### src/rtl/decode_stage_pkg.sv
`default_nettype none
// +----------------------------------------------------------------------+
// | decode_stage_pkg: imm_sel encodings, RV32I opcodes, NOP and entry type |
// | Optional: DECODE_ILLEGAL_EN adds a per-entry illegal flag. Rev 1.0    |
// +----------------------------------------------------------------------+
package decode_stage_pkg;

   localparam logic [4:0] c_imm_r      = 5'd0;
   localparam logic [4:0] c_imm_s      = 5'd1;
   localparam logic [4:0] c_imm_b      = 5'd2;
   localparam logic [4:0] c_imm_u      = 5'd3;
   localparam logic [4:0] c_imm_j      = 5'd4;
   localparam logic [4:0] c_imm_i      = 5'd5;
   localparam logic [4:0] c_imm_i_star = 5'd6;

   localparam logic [6:0] c_op_op     = 7'b0110011;
   localparam logic [6:0] c_op_store  = 7'b0100011;
   localparam logic [6:0] c_op_branch = 7'b1100011;
   localparam logic [6:0] c_op_lui    = 7'b0110111;
   localparam logic [6:0] c_op_auipc  = 7'b0010111;
   localparam logic [6:0] c_op_jal    = 7'b1101111;
   localparam logic [6:0] c_op_jalr   = 7'b1100111;
   localparam logic [6:0] c_op_op_imm = 7'b0010011;
   localparam logic [6:0] c_op_load   = 7'b0000011;
   localparam logic [6:0] c_op_system = 7'b1110011;

   localparam logic [31:0] c_nop_inst = 32'h0000_0013;

   typedef struct packed {
      logic [31:0] inst;
      logic [31:0] pc;
      logic [4:0]  imm_sel;
`ifdef DECODE_ILLEGAL_EN
      logic        illegal;
`endif
   } entry_t;

endpackage
`default_nettype wire

### src/rtl/decode_stage_imm_sel_decode.sv
`default_nettype none
// +----------------------------------------------------------------------+
// | imm_sel_decode: opcode/funct3 to immediate type (and illegal flag)    |
// | Optional: DECODE_ILLEGAL_EN adds o_illegal.                Rev 1.0    |
// +----------------------------------------------------------------------+
module imm_sel_decode
   import decode_stage_pkg::*;
(
   input  logic [6:0] i_opcode,
   input  logic [2:0] i_funct3,
   output logic [4:0] o_imm_sel
`ifdef DECODE_ILLEGAL_EN
   ,
   output logic       o_illegal
`endif
);

   always_comb begin
      o_imm_sel = c_imm_r;
      case (i_opcode)
         c_op_op:                       o_imm_sel = c_imm_r;
         c_op_store:                    o_imm_sel = c_imm_s;
         c_op_branch:                   o_imm_sel = c_imm_b;
         c_op_lui, c_op_auipc:          o_imm_sel = c_imm_u;
         c_op_jal:                      o_imm_sel = c_imm_j;
         // shift-immediates carry a shamt, not a sign-extended imm
         c_op_op_imm:                   o_imm_sel = (i_funct3 == 3'b001 || i_funct3 == 3'b101)
                                                    ? c_imm_i_star : c_imm_i;
         c_op_load, c_op_jalr, c_op_system: o_imm_sel = c_imm_i;
         default:                       o_imm_sel = c_imm_r;
      endcase
   end

`ifdef DECODE_ILLEGAL_EN
   logic w_unknown;

   always_comb begin
      w_unknown = 1'b1;
      case (i_opcode)
         c_op_op, c_op_store, c_op_branch, c_op_lui, c_op_auipc, c_op_jal,
         c_op_op_imm, c_op_load, c_op_jalr, c_op_system: w_unknown = 1'b0;
         default:                                         w_unknown = 1'b1;
      endcase
   end

   assign o_illegal = w_unknown | (i_opcode[1:0] != 2'b11);
`endif

endmodule
`default_nettype wire

### src/rtl/decode_stage.sv
`default_nettype none
// +----------------------------------------------------------------------+
// | decode_stage: IF/ID register, 2-entry skid buffer, imm_sel predecode  |
// | Optional: DECODE_ILLEGAL_EN adds out_illegal.              Rev 1.0    |
// +----------------------------------------------------------------------+
module decode_stage
   import decode_stage_pkg::*;
#(
   parameter logic [31:0] PC_RESET = 32'h0000_2000,
   parameter logic [31:0] NOP_INST = c_nop_inst
)(
   input  logic        clk,
   input  logic        rst,
   input  logic        in_valid,
   output logic        in_ready,
   input  logic [31:0] in_inst,
   input  logic [31:0] in_pc,
   input  logic        flush,
   output logic        out_valid,
   input  logic        out_ready,
   output logic [31:0] out_inst,
   output logic [31:0] out_pc,
   output logic [4:0]  out_imm_sel,
   output logic [4:0]  out_rs1,
   output logic [4:0]  out_rs2,
   output logic [4:0]  out_rd
`ifdef DECODE_ILLEGAL_EN
   ,
   output logic        out_illegal
`endif
);

   // bit0 = main valid, bit1 = skid valid
   localparam logic [1:0] c_empty = 2'b00;
   localparam logic [1:0] c_one   = 2'b01;
   localparam logic [1:0] c_full  = 2'b11;

   logic [1:0] r_state;
   entry_t     r_main;
   entry_t     r_skid;
   entry_t     w_in_entry;
   logic [4:0] w_dec_sel;
   logic       w_accept;
   logic       w_consume;

   imm_sel_decode u_imm_sel_decode (
      .i_opcode  (in_inst[6:0]),
      .i_funct3  (in_inst[14:12]),
      .o_imm_sel (w_dec_sel)
`ifdef DECODE_ILLEGAL_EN
      ,
      .o_illegal (w_in_entry.illegal)
`endif
   );

   assign w_in_entry.inst    = in_inst;
   assign w_in_entry.pc      = in_pc;
   assign w_in_entry.imm_sel = w_dec_sel;

   assign in_ready  = ~r_state[1];
   assign out_valid = r_state[0];
   assign w_accept  = in_valid & in_ready;
   assign w_consume = out_valid & out_ready;

   always_ff @(posedge clk or posedge rst) begin
      if (rst) begin
         r_state <= c_empty;
         r_main  <= '0;
         r_skid  <= '0;
      end else if (flush) begin
         r_state <= c_empty;
      end else begin
         case (r_state)
            c_empty: begin
               if (w_accept) begin
                  r_state <= c_one;
                  r_main  <= w_in_entry;
               end
            end
            c_one: begin
               if (w_accept && w_consume) begin
                  r_main  <= w_in_entry;
               end else if (w_accept) begin
                  r_state <= c_full;
                  r_skid  <= w_in_entry;
               end else if (w_consume) begin
                  r_state <= c_empty;
               end
            end
            c_full: begin
               if (w_consume) begin
                  r_state <= c_one;
                  r_main  <= r_skid;
               end
            end
            default: r_state <= c_empty;
         endcase
      end
   end

   always_comb begin
      out_inst    = NOP_INST;
      out_pc      = PC_RESET;
      out_imm_sel = c_imm_i;
      out_rs1     = 5'd0;
      out_rs2     = 5'd0;
      out_rd      = 5'd0;
`ifdef DECODE_ILLEGAL_EN
      out_illegal = 1'b0;
`endif
      if (out_valid) begin
         out_inst    = r_main.inst;
         out_pc      = r_main.pc;
         out_imm_sel = r_main.imm_sel;
         out_rs1     = r_main.inst[19:15];
         out_rs2     = r_main.inst[24:20];
         out_rd      = r_main.inst[11:7];
`ifdef DECODE_ILLEGAL_EN
         out_illegal = r_main.illegal;
`endif
      end
   end

endmodule
`default_nettype wire

### config.mk
export PLATFORM = sky130hd
export DESIGN_NAME = decode_stage
export DESIGN_NICKNAME = d
export VERILOG_FILES = /design/src/rtl/decode_stage_pkg.sv /design/src/rtl/decode_stage_imm_sel_decode.sv /design/src/rtl/decode_stage.sv
export SDC_FILE = /design/constraint.sdc
export NUM_CORES = 1
export LEC_CHECK = 0
export BUFFER_PORTS_ARGS = -buffer_cell sky130_fd_sc_hd__buf_4
export CORE_MARGIN = 2
export CORE_UTILIZATION = 49
export CTS_CLUSTER_SIZE = 14
export DETAILED_ROUTE_END_ITERATION = 10
export PLACE_DENSITY_LB_ADDON = 0.25
export SETUP_SLACK_MARGIN = 0.4
export SLEW_MARGIN = 20
export SYNTH_ARGS = -nofsm -noshare
export SYNTH_HDL_FRONTEND = slang
export SYNTH_SLANG_ARGS = --single-unit
### constraint.sdc
create_clock -name clk -period 4.02 [get_ports clk]
set_input_delay 0.402 -clock clk [delete_from_list [all_inputs] [get_ports clk]]
set_output_delay 0.402 -clock clk [all_outputs]
set_load 0.02 [all_outputs]
* After elaboration in Yosys (flattened, before gate mapping)
Cells that the tools add are included.
** Cells by class
- Equal/unequal tests :: 20
- Bitwise logic cells :: 5
- Reductions and logical operators :: 9
- Muxes and demuxes :: 19
** Operator list (number)
- two-way mux 69 bit :: 3
- case mux 69 bit (3 select lines) :: 1
- two-way mux 32 bit :: 2
- case mux 5 bit (6 select lines) :: 1
- equality test 7 bit (second input constant) :: 4
- two-way mux 5 bit :: 4
- equality test 7 x 5 -> 1 bit (second input constant) :: 2
- equality test 7 x 6 -> 1 bit (second input constant) :: 2
- two-way mux 2 bit :: 7
- inequality test 3 bit (second input constant) :: 3
- AND reduction 4 bit :: 2
- equality test 7 x 2 -> 1 bit (second input constant) :: 1
- inequality test 2 bit (second input constant) :: 3
- case mux 2 bit (3 select lines) :: 1
- AND reduction 5 bit :: 1
- inequality test 4 bit (second input constant) :: 1
- equality test 3 x 1 -> 1 bit (second input constant) :: 1
- equality test 3 bit (second input constant) :: 1
- NOT 1 bit :: 3
- nonzero test 3 bit :: 1
- OR reduction 3 bit :: 1
- AND 1 bit :: 2
- equality test 2 x 1 -> 1 bit (second input constant) :: 1
- equality test 2 bit (second input constant) :: 1
- other kinds (4) :: 4
** Word-level totals
- Bits in registers :: 140
- Word-level logic and storage cells :: 60
- Bits of input ports :: 69

* Longest topological paths before layout
- Word-level depth :: 6
- Mapped depth :: 9
- Gate-level depth less buffers :: 6

* Cells and area by module
Synthesis repeated with hierarchy kept, for this count alone.
** Second synthesis, totals
- Cells, all modules :: 508
- Area, all modules :: 6929.1 sq um
** Modules (own cells, without submodules)
- decode_stage :: times used 1, area each 6760.2 sq um, cells each 484
- imm_sel_decode :: times used 1, area each 168.9 sq um, cells each 24

* Least setup slack after synthesis
OpenSTA, ideal clock, no wires.
- Path kind :: register -> register
- From :: reg r_state[0]
- To :: reg r_main[59] (netlist bit)
- Arrival :: 2236 ps
- Cell stages (with the launch flop) :: 10
- Slack :: 1702 ps
- Required time :: 3938 ps
- Setup time :: 82 ps
- Path buffers :: 4
- Cell sequence :: dfrtp_1 buf_2 clkbuf_1 inv_1 ha_1 nor2_1 clkbuf_1 clkbuf_1 a21oi_1 a31oi_1
** Between the ends
- Word-level cells in the longest chain between the ends :: 4
- Elaborated cells between the ends (all ways) :: 11
- Those cells by class :: 5 x eq/ne; 1 x mux; 1 x bitwise; 4 x reduce/logical
** Ends and longest elaborated chain
- start: declaration :: RTL line decode_stage.sv:38 : logic [1:0] r_state;
- start signal: assignment :: RTL line decode_stage.sv:67 : r_state <= c_empty;
- start signal: assignment :: RTL line decode_stage.sv:71 : r_state <= c_empty;
- start signal: assignment :: RTL line decode_stage.sv:76 : r_state <= c_one;
- AND 1 bit :: RTL line decode_stage.sv:63 : assign w_consume = out_valid & out_ready;
- logical AND 1 bit :: RTL line decode_stage.sv:81 : if (w_accept && w_consume) begin
- inequality test 2 bit (no line)
- AND reduction 5 bit (no line)
- end signal: assignment :: RTL line decode_stage.sv:77 : r_main <= w_in_entry;
- end signal: assignment :: RTL line decode_stage.sv:82 : r_main <= w_in_entry;
- end signal: assignment :: RTL line decode_stage.sv:93 : r_main <= r_skid;
- end: declaration :: RTL line decode_stage.sv:39 : entry_t r_main;
Parallel ways exist; a longest one is shown, timed or not.
A chain may end at the register's enable or synchronous reset.

* Worst setup path in the final report
- From :: reg r_state[0]
- To :: reg r_main[2] (netlist bit)
Same word-level chain as after synthesis.

==> results.txt <==
Yosys top cell area share -> 51.09%
Place WS -> 1.369 ns
Total number of vias -> 4842
Final Wtd Congestion -> 0.7354
Setup TNS -> 0 ns
Yosys cell types -> 37
Vias in the first global route -> 4884
Synth async-reset ratio -> 100.0%
Pwr Total -> 6275 uW
Period minus WS final -> 2.639 ns
CP max FO -> 65
Pre-Repair DR Iteration Count -> 4
Initial core utilization -> 50.30%
CP required -> 4.32 ns
CP endpoint kind -> flip-flop
Number of remaining DRC errors -> 0
Chip Width -> 120.6 um
Worst Max-Slew Pin Slew -> 0.8485 ns
# IOs -> 155
Largest stage delay, worst path -> 0.75 ns
Dpl hpwl -> 9174 um
Synth Flop Type -> dfrtp_1
Register area share after synthesis -> 51.09%
Area Growth Syn to Fin -> 25.36%
Post_cts resized -> 0
Final hold vios -> 0
Min-delay worst type -> in2async
CP Launch Type -> flip-flop
PD cells -> 751.4 nW/um2
Max-cap violations -> 0
Area leader, netlist -> dfrtp_1
Critical path type -> reg2reg
Unrepaired setup endpoints after global routing -> false
Top cells by area, synth -> dfrtp_1 51%, mux2i_1 9.8%, mux2_2 9.5%, a31oi_1 6.2%, and2_1 5.7%
Slew margin rel. -> 43.43%
GRT Total Usage -> 21.11%
Mapped cell area -> 6661 um2
H-tree lvl count -> 4
Number of diodes -> 0
Rows -> 42
DRT antenna net count -> 0
# setup viols final -> 0
IO buf count -> 152
Grt total ovfl -> 0
Post-CTS Setup Inserts -> 0
CTS buffer count -> 17
Crit path cell chain -> inv_1, ha_1, a221oi_4, buf_4, nand2_1, mux2_1
Tcrit/Tclk final -> 65.65%
Mapped Cells -> 590
Sinks on Clock Net -> 136
Highest Clock Rate -> 378.9 MHz
VDD IR max -> 0.3094 mV
Layout cells sized above 1 -> 34.92%
WL/cell -> 16.46 um
Hold_buf cts -> 0
Most frequent cells in the layout -> 158 x buf_4, 135 x dfrtp_1, 67 x a21oi_1
#FFs+latches synth -> 136
First-pass GRT wire length -> 24160 um
Clock Skews -> 0.005612 ns
Status -> completed
Worst skew pair latency -> 0.41 ns
Initial drt markers -> 284
Crit path max-delay cell type -> dfrtp_2
Critical path arrival -> 2.94 ns
Routed vias/inst -> 5.447
Post-synth EDFFs -> 0
Chip Height -> 120.6 um
Largest net degree at the start of global routing -> 137
Leak pwr -> 0.003589 uW
Slew Limit Fails -> 0
CTS tree -> built
CTS Buffer Depth -> 2
Die footprint -> 14540 um2
Reg clk slew, reported paths -> 0.05 ns
Worst setup margin -> 1.381 ns
Core area -> 13240 um2
Antenna violations before repair -> 0
Routed WL -> 14640 um
Root Driver -> clkbuf_16
Nets -> 775
Commonest non-fill, non-tap cell in the layout -> buf_4
Yosys Warn Count -> 0
Avg Inst Size Synth -> 11.29 um2
metrics by stage:
step / utilization [%] / hold WS (ns) / area, um2 / std cells
floorplan: - / 0.4413 / 6669 / 591
global placement: 58.78 / 0.4547 / 7784 / 858
detailed placement: 58.78 / 0.4718 / 7784 / 858
CTS: 62.88 / 0.1982 / 8327 / 888
global route: 63.06 / 0.2112 / 8351 / 889
finish: 63.06 / 0.1860 / 8351 / 889
cell families (layout without fill, tap and decap cells):
kind of cell    Yosys count  after routing  share of synthesized area, %
compound gates          147            147                         12.94
flops                   136            136                         51.09
mux                     130            130                         20.75
simple gates             98             98                         8.734
buf+inv                  73            195                         5.541
fa+ha+maj                 4              4                        0.7513
other cells               1              2                       0.05629
xor+xnor                  1              1                        0.1315
critical path: cells and delay by family (launching register included):
family / cells / cell delay, ns
DFF: 1 / 0.75
AOI/OAI and AO/OA: 1 / 0.31
and+or+nand+nor: 1 / 0.13
buffers and inverters: 2 / 0.71
muxes: 1 / 0.32
adders and majority gates: 1 / 0.28
flip-flops by register name (all words and copies together) (netlist names):
name     count
r_skid      67
r_main      67
r_state      2
cell usage after synthesis (2+ instances only):
library cell    n
nand3b_1        3
nand2b_1       10
mux2_2         56
a21oi_1        67
buf_4          18
o21ai_0         3
o31ai_1         2
and2_1         61
a31oi_1        66
clkbuf_1       28
mux2_1          9
inv_1           4
ha_1            4
mux2i_1        65
dfrtp_1       136
nand3_1         3
nor2_1          7
nand2_1         8
buf_2          22
final cells by class:
cell class | instances | area [um2]
Multi-Input combinational cell | 382 | 2927
Timing Repair Buffer | 161 | 1237
Clock buffer | 27 | 503.0
Fill cell | 1089 | 4892
Sequential cell | 136 | 3405
Clock inverter | 3 | 40.04
Inverter | 4 | 18.77
Tap cell | 176 | 220.2
final timing paths:
path	start	end	slack, ns	cells after the start
hold / removal	rst	r_skid[32]$_DFFE_PP0P_	0.19	3
min in group clk	in_inst[7]	r_skid[44]$_DFFE_PP0P_	0.22	2
setup reg to reg	r_state[0]$_DFFE_PP0P_	r_main[2]$_DFFE_PP0P_	1.38	6
setup / recovery	r_state[0]$_DFFE_PP0P_	r_main[2]$_DFFE_PP0P_	1.38	6
max in group asynchronous	rst	r_main[43]$_DFFE_PP0P_	3.28	3
hold reg to reg	r_skid[2]$_DFFE_PP0P_	r_skid[2]$_DFFE_PP0P_	0.48	2
routing by layer:
layer,part of all wire (%),GRT usage (%)
met5,0,0
met4,2.5,9.084
met3,5.3,5.000
met2,48,33.86
met1,44,27.47
report_power, final:
group	switching [uW]	internal, uW
Combinational	1320	1130
Sequential	362	2030
Clock	522	907
Total	2200	4070
No activity file was read; power rests on OpenSTA's default activity.
